<file path="src/rtl/mpu_pkg.sv">
// Shared types for the matrix-unit scratchpad read path: stream beat and
// tile-reader FSM state encoding.
package mpu_pkg;

  localparam int SPAD_ADDR_W = 16;
  localparam int SPAD_DATA_W = 8;
  localparam int SPAD_DIM_W  = 8;

  // One byte of the operand stream plus its row/tile boundary tags.
  typedef struct packed {
    logic [SPAD_DATA_W-1:0] data;
    logic                   eol;
    logic                   last;
  } beat_t;

  typedef enum logic [1:0] {
    ST_IDLE  = 2'd0,
    ST_ISSUE = 2'd1,
    ST_DRAIN = 2'd2
  } rd_state_t;

endpackage

</file>
<file path="src/rtl/spad_rd_fifo2.sv">
// Two-entry FIFO that absorbs scratchpad read returns while the stream
// consumer is stalled; push and pop may occur in the same cycle.
module spad_rd_fifo2
  import mpu_pkg::*;
(
  input  logic       clk,
  input  logic       rst_n,
  input  logic       i_push,
  input  beat_t      i_push_beat,
  input  logic       i_pop,
  output logic [1:0] o_count,
  output beat_t      o_head
);

  beat_t      r_mem [2];
  logic       r_wr_ptr;
  logic       r_rd_ptr;
  logic [1:0] r_count;

  // NOTE: the storage is reset along with the pointers so the head reads
  // as zero after reset and no byte from an aborted tile can resurface.
  // NOTE: sequential state uses non-blocking assignments only, so every
  // register samples pre-edge values regardless of statement order.
  always_ff @(posedge clk or negedge rst_n) begin
    if (!rst_n) begin
      for (int i = 0; i < 2; i++) r_mem[i] <= '0;
      r_wr_ptr <= 1'b0;
      r_rd_ptr <= 1'b0;
      r_count  <= 2'd0;
    end else begin
      if (i_push) begin
        r_mem[r_wr_ptr] <= i_push_beat;
        r_wr_ptr        <= ~r_wr_ptr;
      end
      if (i_pop) r_rd_ptr <= ~r_rd_ptr;
      r_count <= r_count + {1'b0, i_push} - {1'b0, i_pop};
    end
  end

  assign o_count = r_count;
  assign o_head  = r_mem[r_rd_ptr];

endmodule

</file>
<file path="src/rtl/spad_tile_reader.sv">
// Scratchpad tile reader: walks a 2-D tile (base/rows/cols/stride), issues
// 1-cycle-latency reads and streams the bytes row-major with eol/last tags.
module spad_tile_reader
  import mpu_pkg::*;
#(
  parameter int ADDR_W = SPAD_ADDR_W,
  parameter int DATA_W = SPAD_DATA_W,
  parameter int DIM_W  = SPAD_DIM_W
) (
  input  logic              clk,
  input  logic              rst,
  input  logic              cmd_valid,
  output logic              cmd_ready,
  input  logic [ADDR_W-1:0] cmd_base,
  input  logic [DIM_W-1:0]  cmd_rows,
  input  logic [DIM_W-1:0]  cmd_cols,
  input  logic [ADDR_W-1:0] cmd_stride,
  output logic [ADDR_W-1:0] mem_addr,
  output logic              mem_wen,
  input  logic [DATA_W-1:0] mem_rdata,
  output logic              out_valid,
  input  logic              out_ready,
  output logic [DATA_W-1:0] out_data,
  output logic              out_eol,
  output logic              out_last,
  output logic              busy,
  output logic              done
);

  rd_state_t         r_state;
  rd_state_t         w_state_nxt;

  logic [DIM_W-1:0]  r_rows;
  logic [DIM_W-1:0]  r_cols;
  logic [DIM_W-1:0]  r_row;
  logic [DIM_W-1:0]  r_col;
  logic [ADDR_W-1:0] r_stride;
  logic [ADDR_W-1:0] r_row_ptr;
  logic [ADDR_W-1:0] r_mem_addr;
  logic              r_inflight;
  logic              r_infl_eol;
  logic              r_infl_last;
  logic              r_cmd_ready;
  logic              r_done;

  logic              w_accept;
  logic              w_zero_dim;
  logic              w_col_end;
  logic              w_row_end;
  logic              w_pop;
  logic              w_has_slot;
  logic              w_issue;
  logic              w_done_nxt;
  logic [2:0]        w_occ;
  logic [2:0]        w_slots;
  logic [1:0]        w_count;
  logic [ADDR_W-1:0] w_issue_addr;
  beat_t             w_push_beat;
  beat_t             w_head;

  assign w_accept     = cmd_valid & r_cmd_ready;
  assign w_zero_dim   = (cmd_rows == '0) || (cmd_cols == '0);
  assign w_col_end    = (r_col == r_cols - DIM_W'(1));
  assign w_row_end    = (r_row == r_rows - DIM_W'(1));
  assign w_issue_addr = r_row_ptr + ADDR_W'(r_col);
  assign w_pop        = out_valid & out_ready;

  // Outstanding bytes (buffered + in flight) after this cycle's pop must
  // leave room for one more, which keeps the 2-entry FIFO from overflowing.
  assign w_occ      = {1'b0, w_count} + {2'b00, r_inflight};
  assign w_slots    = 3'd2 + {2'b00, w_pop};
  assign w_has_slot = (w_occ < w_slots);

  // NOTE: every signal written here gets a default first, so no path
  // through the case can leave one unassigned and infer a latch.
  always_comb begin
    w_state_nxt = r_state;
    w_issue     = 1'b0;
    w_done_nxt  = 1'b0;
    case (r_state)
      ST_IDLE: begin
        if (w_accept) begin
          if (w_zero_dim) w_done_nxt  = 1'b1;
          else            w_state_nxt = ST_ISSUE;
        end
      end
      ST_ISSUE: begin
        w_issue = w_has_slot;
        if (w_has_slot && w_col_end && w_row_end) w_state_nxt = ST_DRAIN;
      end
      ST_DRAIN: begin
        // The tagged last byte is the only one left once it handshakes.
        if (w_pop && w_head.last) begin
          w_state_nxt = ST_IDLE;
          w_done_nxt  = 1'b1;
        end
      end
      default: w_state_nxt = ST_IDLE;
    endcase
  end

  always_ff @(posedge clk or negedge rst) begin
    if (!rst) r_state <= ST_IDLE;
    else      r_state <= w_state_nxt;
  end

  always_ff @(posedge clk or negedge rst) begin
    if (!rst) begin
      r_rows      <= '0;
      r_cols      <= '0;
      r_row       <= '0;
      r_col       <= '0;
      r_stride    <= '0;
      r_row_ptr   <= '0;
      r_mem_addr  <= '0;
      r_inflight  <= 1'b0;
      r_infl_eol  <= 1'b0;
      r_infl_last <= 1'b0;
      r_cmd_ready <= 1'b0;
      r_done      <= 1'b0;
    end else begin
      // cmd_ready is registered so it stays low while reset is held.
      r_cmd_ready <= (w_state_nxt == ST_IDLE);
      r_done      <= w_done_nxt;
      r_inflight  <= w_issue;
      r_infl_eol  <= w_col_end;
      r_infl_last <= w_col_end & w_row_end;
      if (w_accept) begin
        r_rows    <= cmd_rows;
        r_cols    <= cmd_cols;
        r_stride  <= cmd_stride;
        r_row_ptr <= cmd_base;
        r_row     <= '0;
        r_col     <= '0;
      end else if (w_issue) begin
        r_mem_addr <= w_issue_addr;
        if (w_col_end) begin
          r_col     <= '0;
          r_row     <= r_row + DIM_W'(1);
          r_row_ptr <= r_row_ptr + r_stride;
        end else begin
          r_col <= r_col + DIM_W'(1);
        end
      end
    end
  end

  assign w_push_beat.data = mem_rdata;
  assign w_push_beat.eol  = r_infl_eol;
  assign w_push_beat.last = r_infl_last;

  spad_rd_fifo2 u_fifo (
    .clk         (clk),
    .rst_n       (rst),
    .i_push      (r_inflight),
    .i_push_beat (w_push_beat),
    .i_pop       (w_pop),
    .o_count     (w_count),
    .o_head      (w_head)
  );

  // The address is presented combinationally in the issue cycle so the
  // scratchpad samples it at that edge; otherwise it holds the last read.
  assign mem_addr  = w_issue ? w_issue_addr : r_mem_addr;
  assign mem_wen   = 1'b0;
  assign cmd_ready = r_cmd_ready;
  assign out_valid = (w_count != 2'd0);
  assign out_data  = w_head.data;
  assign out_eol   = w_head.eol;
  assign out_last  = w_head.last;
  assign busy      = (r_state != ST_IDLE);
  assign done      = r_done;

endmodule

</file>
<file path="config.mk">
export PLATFORM = sky130hd
export DESIGN_NAME = spad_tile_reader
export DESIGN_NICKNAME = d
export VERILOG_FILES = /design/src/rtl/mpu_pkg.sv /design/src/rtl/spad_rd_fifo2.sv /design/src/rtl/spad_tile_reader.sv
export SDC_FILE = /design/constraint.sdc
export NUM_CORES = 1
export LEC_CHECK = 0
export ABC_AREA = 0
export CAP_MARGIN = 20
export CORE_UTILIZATION = 40
export DETAILED_ROUTE_END_ITERATION = 6
export GPL_ROUTABILITY_DRIVEN = 0
export HOLD_SLACK_MARGIN = 0.15
export PLACE_DENSITY_LB_ADDON = 0.15
export SYNTH_ARGS = -nofsm -noshare
export SYNTH_HDL_FRONTEND = slang
export SYNTH_SLANG_ARGS = --single-unit
</file>
<file path="constraint.sdc">
create_clock -name clk -period 3.3 [get_ports clk]
set_input_delay 0.33 -clock clk [delete_from_list [all_inputs] [get_ports clk]]
set_output_delay 0.33 -clock clk [all_outputs]
set_load 0.05 [all_outputs]
</file>
# Word level (Yosys, flattened, before mapping)

Cells that the tools add are included.

Register bits after elaboration: 111
Bits in latches: 0
Bits in writable memories: 0
ROM bits: 0
Input bits: 60
Word-level logic and storage cells: 87
Memories: 0

Add/subtract/negate cells: 10
$mul: 0
Divide/modulo/power cells: 0
Order comparisons: 4
Equality and inequality tests: 4
Shifts and indexed selects: 0
Mux-type cells: 26
Bitwise logic cells: 7
Reductions and logical operators: 14

Operator list:

| kind                                                               | count |
|---|---|
| 16-bit 2-to-1 mux                                                  | 4 |
| 8-bit 2-to-1 mux                                                   | 6 |
| 10-bit 2-to-1 mux                                                  | 4 |
| 20-bit bitwise mux                                                 | 1 |
| 16-bit adder                                                       | 1 |
| 16-bit by 8-bit adder with 16-bit output                           | 1 |
| 8-bit by 1-bit adder with 8-bit output, second input constant      | 2 |
| 8-bit equality test                                                | 2 |
| 8-bit logical NOT                                                  | 2 |
| 8-bit by 1-bit subtractor with 8-bit output, second input constant | 2 |
| 10-bit demux with 1-bit select                                     | 1 |
| 2-bit 2-to-1 mux                                                   | 4 |
| 2-bit nonzero test                                                 | 4 |
| 2-bit case mux with 3 select lines                                 | 1 |
| 2-bit >= comparator, second input constant                         | 2 |
| 1-bit logical AND                                                  | 4 |
| 2-bit logical NOT                                                  | 2 |
| 1-bit 2-to-1 mux                                                   | 4 |
| 1-bit inverter with 2-bit output                                   | 2 |
| 2-bit by 1-bit adder with 3-bit output                             | 1 |
| 2-bit by 1-bit adder with 3-bit output, first input constant       | 1 |
| 1-bit AND                                                          | 3 |
| 3-bit less-than comparator                                         | 1 |
| 2-bit by 1-bit adder with 2-bit output                             | 1 |
| other kinds (8)                                                    | 9 |

# Logic depth before layout (Yosys ltp)

Gate-level depths: netlist (run 1).

Depth after elaboration: 9
Gate-level depth with buffers: 10
Mapped depth without buffers: 10

# Modules after synthesis

From an unflattened synthesis (run 1), not the netlist that was laid out.

Cell total of the unflattened synthesis: 727
Area total of the unflattened synthesis: 6670.1 µm²

Modules (own cells, without submodules):

| module           | instances | cells each | area each (µm²) | seq. area each (µm²) |
|---|---|---|---|---|
| spad_tile_reader | 1         | 661        | 5595.4          | 2177.1 |
| spad_rd_fifo2    | 1         | 66         | 1074.8          | 600.6 |

# Worst setup path after synthesis (run 1)

Ideal clock, no wire load.

Path type: reg-to-output
Start: reg r_col[1]
End: out mem_addr[15]
Data arrival time: 3.059 ns
Data required time: 2.970 ns
Setup slack: -0.089 ns
Stages on the path, launching flop included: 9
Buffers on the path: 0
Path through: dfrtp_1 ha_1 a21o_1 a21o_1 a2111oi_0 o31ai_1 nand4_1 xor2_1 o21ai_0

Word-level cells in the longest chain between the ends: 2

Ends and longest elaborated chain:

| item                                     | line                    | text |
|---|---|---|
| start: declaration                       | spad_tile_reader.sv:36  | `logic [DIM_W-1:0] r_col;` |
| start signal: assignment                 | spad_tile_reader.sv:142 | `r_col <= r_col + DIM_W'(1);` |
| 16-bit by 8-bit adder with 16-bit output | spad_tile_reader.sv:65  | `assign w_issue_addr = r_row_ptr + ADDR_W'(r_col);` |
| 16-bit 2-to-1 mux                        | --                      |  |
| end: declaration                         | spad_tile_reader.sv:18  | `output logic [ADDR_W-1:0] mem_addr,` |

Every way passes these cells.

# Worst setup path after layout (run 1)

Start: reg r_col[2]
End: out mem_addr[6]

Same word-level chain as after synthesis.

==> out/metrics.json, run 1 <==
{
  "cpLargestDelayFamily": {"value": "compound AO/OA/AOI/OAI gates"},
  "crit_type": {"value": "reg -> out"},
  "dr_total_vias": {"value": 5290},
  "sequential_cell_area": {"value": 2780, "unit": "um^2"},
  "clock_input_transition_at_the_sequential_cells_of_the_worst_setup_and_hold_paths": {"value": 80, "unit": "ps"},
  "flow.area_growth_from_synthesis": {"value": 25.2, "unit": "%"},
  "synth-main-ff-cell": {"value": "dfrtp_1"},
  "multi_input_area": {"value": 3560, "unit": "um^2"},
  "avg_wl_per_cell": {"value": 15.2, "unit": "um"},
  "cts_root_buf": {"value": "clkbuf_16"},
  "gr-usage-all-layers": {"value": 19.5, "unit": "%"},
  "syn-cell-area": {"value": 6500, "unit": "um^2"},
  "drcViolationCount": {"value": 0},
  "floorplan.initialDensity": {"value": 40.9, "unit": "%"},
  "timing.critical_path.fanout_max": {"value": 10},
  "cts.sinks": {"value": 111},
  "synth_register_bits": {"value": 111},
  "antenna_cells": {"value": 0},
  "holdCritPathClass": {"value": "reg -> reg"},
  "hpwlAfterDp": {"value": 11.4, "unit": "mm"},
  "num_rows": {"value": 46},
  "post_synth_num_cell_types": {"value": 62},
  "dr.pass1.iters": {"value": 5},
  "cp_most_frequent_cell": {"value": "nor2b_1"},
  "required": {"value": 2970, "unit": "ps"},
  "design.die.area": {"value": 16800, "unit": "um^2"},
  "count_of_final_hold_check_violations": {"value": 0},
  "power_per_cell_area": {"value": 1170, "unit": "nW/um^2"},
  "gr-total-overflow": {"value": 0},
  "clock_insertion_delay_at_the_later_pin_of_the_skew_report": {"value": 360, "unit": "ps"},
  "syn_area_per_cell": {"value": 9.24, "unit": "um^2"},
  "clockBufferDepth": {"value": 2},
  "syn_inst": {"value": 704},
  "yosysWarnings": {"value": 0},
  "number_of_inserted_filler_cells_in_the_final_layout": {"value": 1472},
  "final_antenna_net_count": {"value": 0},
  "max_transition_margin": {"value": 38.7, "unit": "%"},
  "unrepaired_setup_endpoints_after_global_routing": {"value": "false"},
  "synth_seq_area_share": {"value": 42.7, "unit": "%"},
  "cp_data_arrival_time": {"value": 2770, "unit": "ps"},
  "cells_along_the_critical_path": {"value": "ha_1 -> nor2b_1 -> o21ai_0 -> a21oi_1 -> o21ai_2 -> nor2b_1 -> xnor2_1 -> mux2_2 -> buf_4"},
  "outcome": {"value": "complete, no violations"},
  "timing_worst_slew_pin_value": {"value": 917, "unit": "ps"},
  "totalNegativeSetupSlack": {"value": 0, "unit": "ps"},
  "layout-drive-gt1-share": {"value": 12.9, "unit": "%"},
  "die_w": {"value": 130, "unit": "um"},
  "grt_pass1_wl": {"value": 25.6, "unit": "mm"},
  "worst_ir_drop_vdd": {"value": 424, "unit": "uV"},
  "number_of_clock_buffers_inserted_by_tritoncts": {"value": 9},
  "period_needed": {"value": 3100, "unit": "ps"},
  "port_buffers": {"value": 89},
  "leakagePower": {"value": 3.60, "unit": "nW"},
  "layout_worst_path_cycle_share": {"value": 93.9, "unit": "%"},
  "fmax": {"value": 323, "unit": "MHz"},
  "num_io_pins": {"value": 91},
  "placed_area": {"value": 7780, "unit": "um^2"},
  "startpoint_type": {"value": "flip-flop"},
  "cts_tree": {"value": "done"},
  "synthesis.nets": {"value": 797},
  "critical_path.max_stage_delay": {"value": 490, "unit": "ps"},
  "core-area": {"value": 15900, "unit": "um^2"},
  "first_global_vias": {"value": 5195},
  "drv_cap": {"value": 0},
  "crit_path_end_kind": {"value": "primary output"},
  "fin_area": {"value": 8140, "unit": "um^2"},
  "postSynth.asyncResetShare": {"value": 100, "unit": "%"},
  "fin_worst_skew": {"value": 12.2, "unit": "ps"},
  "setup-violations-final": {"value": 0},
  "drt-initial-drc-count": {"value": 314},
  "antenna_found_initial": {"value": 0},
  "detail_route.wirelength": {"value": 15.4, "unit": "mm"},
  "critical_path.slowest_cell": {"value": "dfrtp_1"},
  "synth_enable_flop_cells": {"value": 0},
  "maximum_number_of_pins_on_one_net_before_global_route_repair": {"value": 65},
  "fin_nets": {"value": 886},
  "htree_levels": {"value": 3},
  "worst-path-buf-inv": {"value": 1},
  "floorplan.die.height": {"value": 130, "unit": "um"},
  "detail_route.vias_per_cell": {"value": 5.22},
  "report.final.slew_viol_count": {"value": 0}
}
## registers in the layout, summed over array words and instances (netlist names), 2 cells and up
name and cells:
r_col 8, r_cols 8, r_mem_addr 16, r_row 8
r_row_ptr 16, r_rows 8, r_state 2, r_stride 16
u_fifo.o_count 2, u_fifo.r_mem 20
## tightest hold or removal path, cell delays in order, from the launching register on
cell and delay (ps):
dfrtp_1 350, nand2_1 50, o21ai_0 60
## report_power, final
part,switching (mW),internal (mW),total (mW)
sequential,0.525,1.92,2.45
clock,0.532,0.604,1.14
combinational,3.37,2.55,5.92
## cell families (layout without fill, tap and decap cells)
family	Yosys count	count (layout)	share of synthesized area, %
XOR/XNOR	54	54	7.27
AO/OA/AOI/OAI	142	142	13.6
buffers and inverters	50	144	3.23
multiplexers	47	47	7.93
flip-flops	111	111	42.7
other	1	1	0.0577
adder cells (fa/ha/maj)	33	33	6.58
AND/OR/NAND/NOR	266	266	18.6
## metrics by stage
step / hold WS (ps) / power, mW / util [%] / std cells / setup WS (ps)
after global placement: 469 / 8.18 / 49.0 / 996 / 287
after detailed placement: 475 / 8.33 / 49.0 / 996 / 256
final: 487 / 9.50 / 51.3 / 1014 / 202
after global routing: 491 / 10.2 / 51.3 / 1014 / 31.2
after CTS: 484 / 9.52 / 51.0 / 1013 / 50.6
after floorplan: 34.4 / 6.33 / - / 704 / 38.5
## layout make-up
type	instances	share of cell area, %
multi-input combinational	543	43.7
sequential	111	34.1
timing repair buffer	104	14.0
tap	216	3.32
clock buffer	10	2.81
inverter	24	1.11
clock inverter	6	0.937
## worst paths after layout
| path | startpoint | to | slack, ps | cells after the start |
|---|---|---|---|---|
| setup reg to reg | r_cols[0] | r_row[6] | 330 | 11 |
| hold / removal | r_mem_addr[10] | r_mem_addr[10] | 490 | 2 |
| max in group asynchronous | rst | r_row_ptr[12] | 1870 | 3 |
| min in group asynchronous | rst | r_rows[5] | 630 | 2 |
| setup / recovery | r_col[2] | mem_addr[6] | 200 | 9 |
| hold reg to reg | r_mem_addr[10] | r_mem_addr[10] | 490 | 2 |
## synthesized netlist by cell type, types with 5 or more instances
cell / instances / share of area (%)
and3_1: 7 / 0.67
xor2_1: 18 / 2.4
a21o_1: 13 / 1.5
nor4_1: 7 / 0.67
nand4_1: 5 / 0.48
nor2_1: 43 / 2.5
xnor2_1: 36 / 4.8
dfrtp_1: 111 / 43
a21oi_1: 26 / 2.0
nand3_1: 13 / 1.0
o21ai_0: 53 / 4.1
nor3_1: 11 / 0.85
clkbuf_1: 19 / 1.1
mux2i_1: 11 / 1.7
nand2_1: 148 / 8.5
mux2_2: 36 / 6.2
ha_1: 31 / 6.0
a211oi_1: 6 / 0.69
inv_1: 23 / 1.3
nor2b_1: 6 / 0.58
## timing repair
action,4_1_cts,5_1_grt
endpoints found under the setup margin,9,9
cloned,0,0
gates resized for setup,5,7
endpoints found under the hold margin,61,0
pin swaps,0,1
hold buffers,1,0
buffers inserted,0,1
## layer usage
metal | vias to the layer above | track usage [%] | wire, um
li1 | 2618 | - | -
met3 | 16 | 2.85 | 513
met4 | 0 | 6.50 | 175
met1 | 2555 | 26.3 | 7220
met5 | - | 0 | 0
met2 | 101 | 32.2 | 7480
## cells in the final DEF (no fill, tap or decap), types with 3 or more instances in the layout
| cell | instances |
|---|---|
| nand2_1 | 147 |
| nor3b_1 | 4 |
| clkbuf_16 | 9 |
| a211oi_1 | 4 |
| nand4_1 | 5 |
| o21ai_1 | 10 |
| and3_1 | 7 |
| mux2_2 | 36 |
| nand2b_1 | 4 |
| o21a_1 | 4 |
| a221oi_1 | 3 |
| dfrtp_1 | 109 |
| a21o_1 | 13 |
| clkdlybuf4s50_1 | 72 |
| a2bb2oi_1 | 4 |
| o31ai_1 | 3 |
| xnor2_1 | 36 |
| o21ai_2 | 3 |
| buf_12 | 14 |
| mux2i_1 | 11 |
| or3_1 | 4 |
| or2_2 | 3 |
| a21oi_1 | 26 |
| buf_4 | 17 |
| nor3_1 | 11 |
| nor4_1 | 7 |
| ha_1 | 31 |
| xor2_1 | 18 |
| o21ai_0 | 44 |
| a31oi_1 | 4 |
| inv_1 | 23 |
| nor2b_1 | 6 |
| o22ai_1 | 4 |
| nand3_1 | 13 |
| nor2_1 | 43 |
Note: power is estimated with default switching activity, not from simulation.
==> inputs of run 2 (changes only) <==
--- a/config.mk
+++ b/config.mk
@@ -7,7 +7,7 @@
 export LEC_CHECK = 0
 export ABC_AREA = 0
 export CAP_MARGIN = 20
-export CORE_UTILIZATION = 40
+export CORE_UTILIZATION = 52
 export DETAILED_ROUTE_END_ITERATION = 6
 export GPL_ROUTABILITY_DRIVEN = 0
 export HOLD_SLACK_MARGIN = 0.15
==> out/metrics.json, run 2 (synthesized netlist as in run 1, its figures left out) <==
{
  "cells_along_the_critical_path": {"value": "ha_1 -> a21o_1 -> a21o_1 -> a2111oi_2 -> o31ai_2 -> nand4_1 -> xor2_1 -> o21ai_1 -> buf_12"},
  "core-area": {"value": 12100, "unit": "um^2", "change": "-24%"},
  "cpLargestDelayFamily": {"value": "compound AO/OA/AOI/OAI gates"},
  "floorplan.die.height": {"value": 114, "unit": "um", "change": "-12%"},
  "num_io_pins": {"value": 91, "change": "unchanged"},
  "fin_area": {"value": 8020, "unit": "um^2", "change": "-1.5%"},
  "number_of_inserted_filler_cells_in_the_final_layout": {"value": 1024, "change": "-30%"},
  "fin_nets": {"value": 882, "change": "-0.45%"},
  "layout-drive-gt1-share": {"value": 12.3, "unit": "%", "change": "-0.56 points"},
  "critical_path.max_stage_delay": {"value": 460, "unit": "ps", "change": "-30 ps"},
  "detail_route.wirelength": {"value": 14.6, "unit": "mm", "change": "-5.4%"},
  "number_of_clock_buffers_inserted_by_tritoncts": {"value": 9, "change": "unchanged"},
  "count_of_final_hold_check_violations": {"value": 0, "change": "unchanged"},
  "drt-initial-drc-count": {"value": 279, "change": "-11%"},
  "holdCritPathClass": {"value": "reg -> reg"},
  "max_transition_margin": {"value": 39.3, "unit": "%", "change": "+0.57 points"},
  "fmax": {"value": 322, "unit": "MHz", "change": "-0.27%"},
  "cts_tree": {"value": "done"},
  "mostFrequentLayoutCells": {"value": "nand2_1 (148), dfrtp_1 (110), clkdlybuf4s50_1 (72)"},
  "pwr-share-seq": {"value": 26.3, "unit": "%", "change": "+0.5 points"},
  "pwr-share-comb": {"value": 62.6, "unit": "%", "change": "+0.3 points"},
  "totalNegativeSetupSlack": {"value": 0, "unit": "ps", "change": "unchanged"},
  "required": {"value": 2970, "unit": "ps", "change": "about the same"},
  "dr.pass1.iters": {"value": 5, "change": "unchanged"},
  "drv_cap": {"value": 0, "change": "unchanged"},
  "placed_area": {"value": 7700, "unit": "um^2", "change": "-0.93%"},
  "layout_worst_path_cycle_share": {"value": 94.1, "unit": "%", "change": "+0.25 points"},
  "critical_path.slowest_cell": {"value": "a2111oi_2"},
  "clockBufferDepth": {"value": 2, "change": "unchanged"},
  "largest_reg_flops": {"value": 20, "change": "unchanged"},
  "crit_path_end_kind": {"value": "primary output"},
  "die_w": {"value": 114, "unit": "um", "change": "-12%"},
  "drcViolationCount": {"value": 0, "change": "unchanged"},
  "dp_cells": {"value": 945, "change": "-5.1%"},
  "power.share.switching": {"value": 47.0, "unit": "%", "change": "+0.39 points"},
  "num_rows": {"value": 40, "change": "-13%"},
  "fin_worst_skew": {"value": 5.42, "unit": "ps", "change": "-6.77 ps"},
  "clock_insertion_delay_at_the_later_pin_of_the_skew_report": {"value": 350, "unit": "ps", "change": "about the same"},
  "timing.critical_path.fanout_max": {"value": 6, "change": "-4"},
  "fin_cells": {"value": 962, "change": "-5.1%"},
  "outcome": {"value": "complete, no violations"},
  "power.net_switching": {"value": 4.39, "unit": "mW", "change": "-0.85%"},
  "cts.sinks": {"value": 111, "change": "unchanged"},
  "final_worst_setup_slack": {"value": 193, "unit": "ps", "change": "-8.34 ps"},
  "design.die.area": {"value": 13000, "unit": "um^2", "change": "-23%"},
  "antenna_found_initial": {"value": 0, "change": "unchanged"},
  "leakagePower": {"value": 3.56, "unit": "nW", "change": "-1.0%"},
  "worst_ir_drop_vdd": {"value": 479, "unit": "uV", "change": "+13%"},
  "report.final.slew_viol_count": {"value": 0, "change": "unchanged"},
  "cts_root_buf": {"value": "clkbuf_16"},
  "antenna_cells": {"value": 0, "change": "unchanged"},
  "setup-violations-final": {"value": 0, "change": "unchanged"},
  "clock_input_transition_at_the_sequential_cells_of_the_worst_setup_and_hold_paths": {"value": 70, "unit": "ps", "change": "about the same"},
  "first_global_vias": {"value": 5249, "change": "+1.0%"},
  "gr-usage-all-layers": {"value": 23.9, "unit": "%", "change": "+4.4 points"},
  "gr-total-overflow": {"value": 0, "change": "unchanged"},
  "flow.area_growth_from_synthesis": {"value": 23.4, "unit": "%"},
  "port_buffers": {"value": 89, "change": "unchanged"},
  "detail_route.vias_per_cell": {"value": 5.48, "change": "+4.9%"},
  "power_per_cell_area": {"value": 1160, "unit": "nW/um^2", "change": "-0.18%"},
  "period_needed": {"value": 3110, "unit": "ps", "change": "+8.34 ps"},
  "timing_worst_slew_pin_value": {"value": 908, "unit": "ps", "change": "-8.53 ps"},
  "crit_type": {"value": "reg -> out"},
  "grt_pass1_wl": {"value": 24.7, "unit": "mm", "change": "-3.6%"},
  "htree_levels": {"value": 3, "change": "unchanged"},
  "mostFrequentLayoutCell": {"value": "nand2_1"},
  "maximum_number_of_pins_on_one_net_before_global_route_repair": {"value": 59, "change": "-9.2%"},
  "hold_ws": {"value": 486, "unit": "ps", "change": "-0.802 ps"},
  "hpwlAfterDp": {"value": 10.8, "unit": "mm", "change": "-4.7%"},
  "worst-path-buf-inv": {"value": 1, "change": "unchanged"},
  "floorplan.initialDensity": {"value": 53.7, "unit": "%", "change": "+13 points"},
  "final_antenna_net_count": {"value": 0, "change": "unchanged"},
  "dp_slack": {"value": 296, "unit": "ps", "change": "+40.6 ps"},
  "cp_most_frequent_cell": {"value": "a21o_1"},
  "dr_total_vias": {"value": 5267, "change": "-0.43%"},
  "internal_power": {"value": 4.95, "unit": "mW", "change": "-2.4%"},
  "avg_wl_per_cell": {"value": 15.1, "unit": "um", "change": "-0.25%"},
  "share_clk_of_total_power": {"value": 11.1, "unit": "%", "change": "-0.8 points"},
  "r2r_slack": {"value": 380, "unit": "ps", "change": "+50 ps"},
  "cp_data_arrival_time": {"value": 2780, "unit": "ps", "change": "about the same"},
  "startpoint_type": {"value": "flip-flop"},
  "largest-register": {"value": "u_fifo.r_mem"},
  "cts_post_setup_buffers_inserted": {"value": 0, "change": "unchanged"}
}
==> run 2: final timing paths <==
kind | start | endpoint | depth (start not counted)
min reg2reg | r_mem_addr[11] | r_mem_addr[11] | 2
min | r_mem_addr[11] | r_mem_addr[11] | 2
max in group asynchronous | rst | r_col[0] | 3
max | r_col[1] | mem_addr[15] | 9
max reg2reg | r_cols[0] | r_row[6] | 11
min in group asynchronous | rst | r_rows[0] | 2
==> run 2: stage by stage <==
stage	utilization (%)	power, mW
global placement	63.6	8.08
floorplan	-	6.33
finish	66.2	9.34
detailed placement	63.6	8.28
CTS	66.0	9.33
global route	66.2	10.0
==> run 2: cell type report <==
| class | instances | area, um^2 | share of cell area, % |
|---|---|---|---|
| Tap cell | 168 | 210 | 2.62 |
| Clock buffer | 10 | 229 | 2.85 |
| Sequential cell | 111 | 2780 | 34.6 |
| Inverter | 24 | 90.1 | 1.12 |
| Clock inverter | 6 | 46.3 | 0.577 |
| Multi-Input combinational cell | 543 | 3550 | 44.2 |
| Timing Repair Buffer | 100 | 1120 | 14.0 |
==> run 2: power by group through the flow <==
stage	Combinational [mW]	Sequential (mW)	Clock, mW
global route	6.36	2.54	1.11
CTS	5.83	2.45	1.05
global placement	5.64	2.44	0
floorplan	4.04	2.29	0
detailed placement	5.80	2.48	0
finish	5.85	2.46	1.03
==> run 2: timing repair <==
item,4_1_cts,5_1_grt
setup endpoints to repair,9,10
pin swaps,0,1
hold endpoints to repair,53,0
hold buffers,1,0
gates resized for setup,3,8
==> run 2: worst reg2reg max path, delay by kind of cell (launching register included) <==
family          cells  cell delay [ps]
compound gates      3              520
fa+ha+maj           1              210
buf+inv             3              460
flops               1              430
simple gates        4             1230
==> run 2: layer usage <==
| layer | global-route usage [%] | wire length [um] |
|---|---|---|
| met5 | 0 | 0 |
| met4 | 9.18 | 320 |
| met3 | 3.83 | 549 |
| met2 | 40.0 | 7040 |
| met1 | 31.4 | 6650 |
==> inputs of run 3 (changes only) <==
--- a/config.mk
+++ b/config.mk
@@ -12,6 +12,7 @@
 export GPL_ROUTABILITY_DRIVEN = 0
 export HOLD_SLACK_MARGIN = 0.15
 export PLACE_DENSITY_LB_ADDON = 0.15
+export SLEW_MARGIN = 20
 export SYNTH_ARGS = -nofsm -noshare
 export SYNTH_HDL_FRONTEND = slang
 export SYNTH_SLANG_ARGS = --single-unit
==> results of run 3 <==
Same layout as run 2: the final DEF is identical, and so are final timing and power.
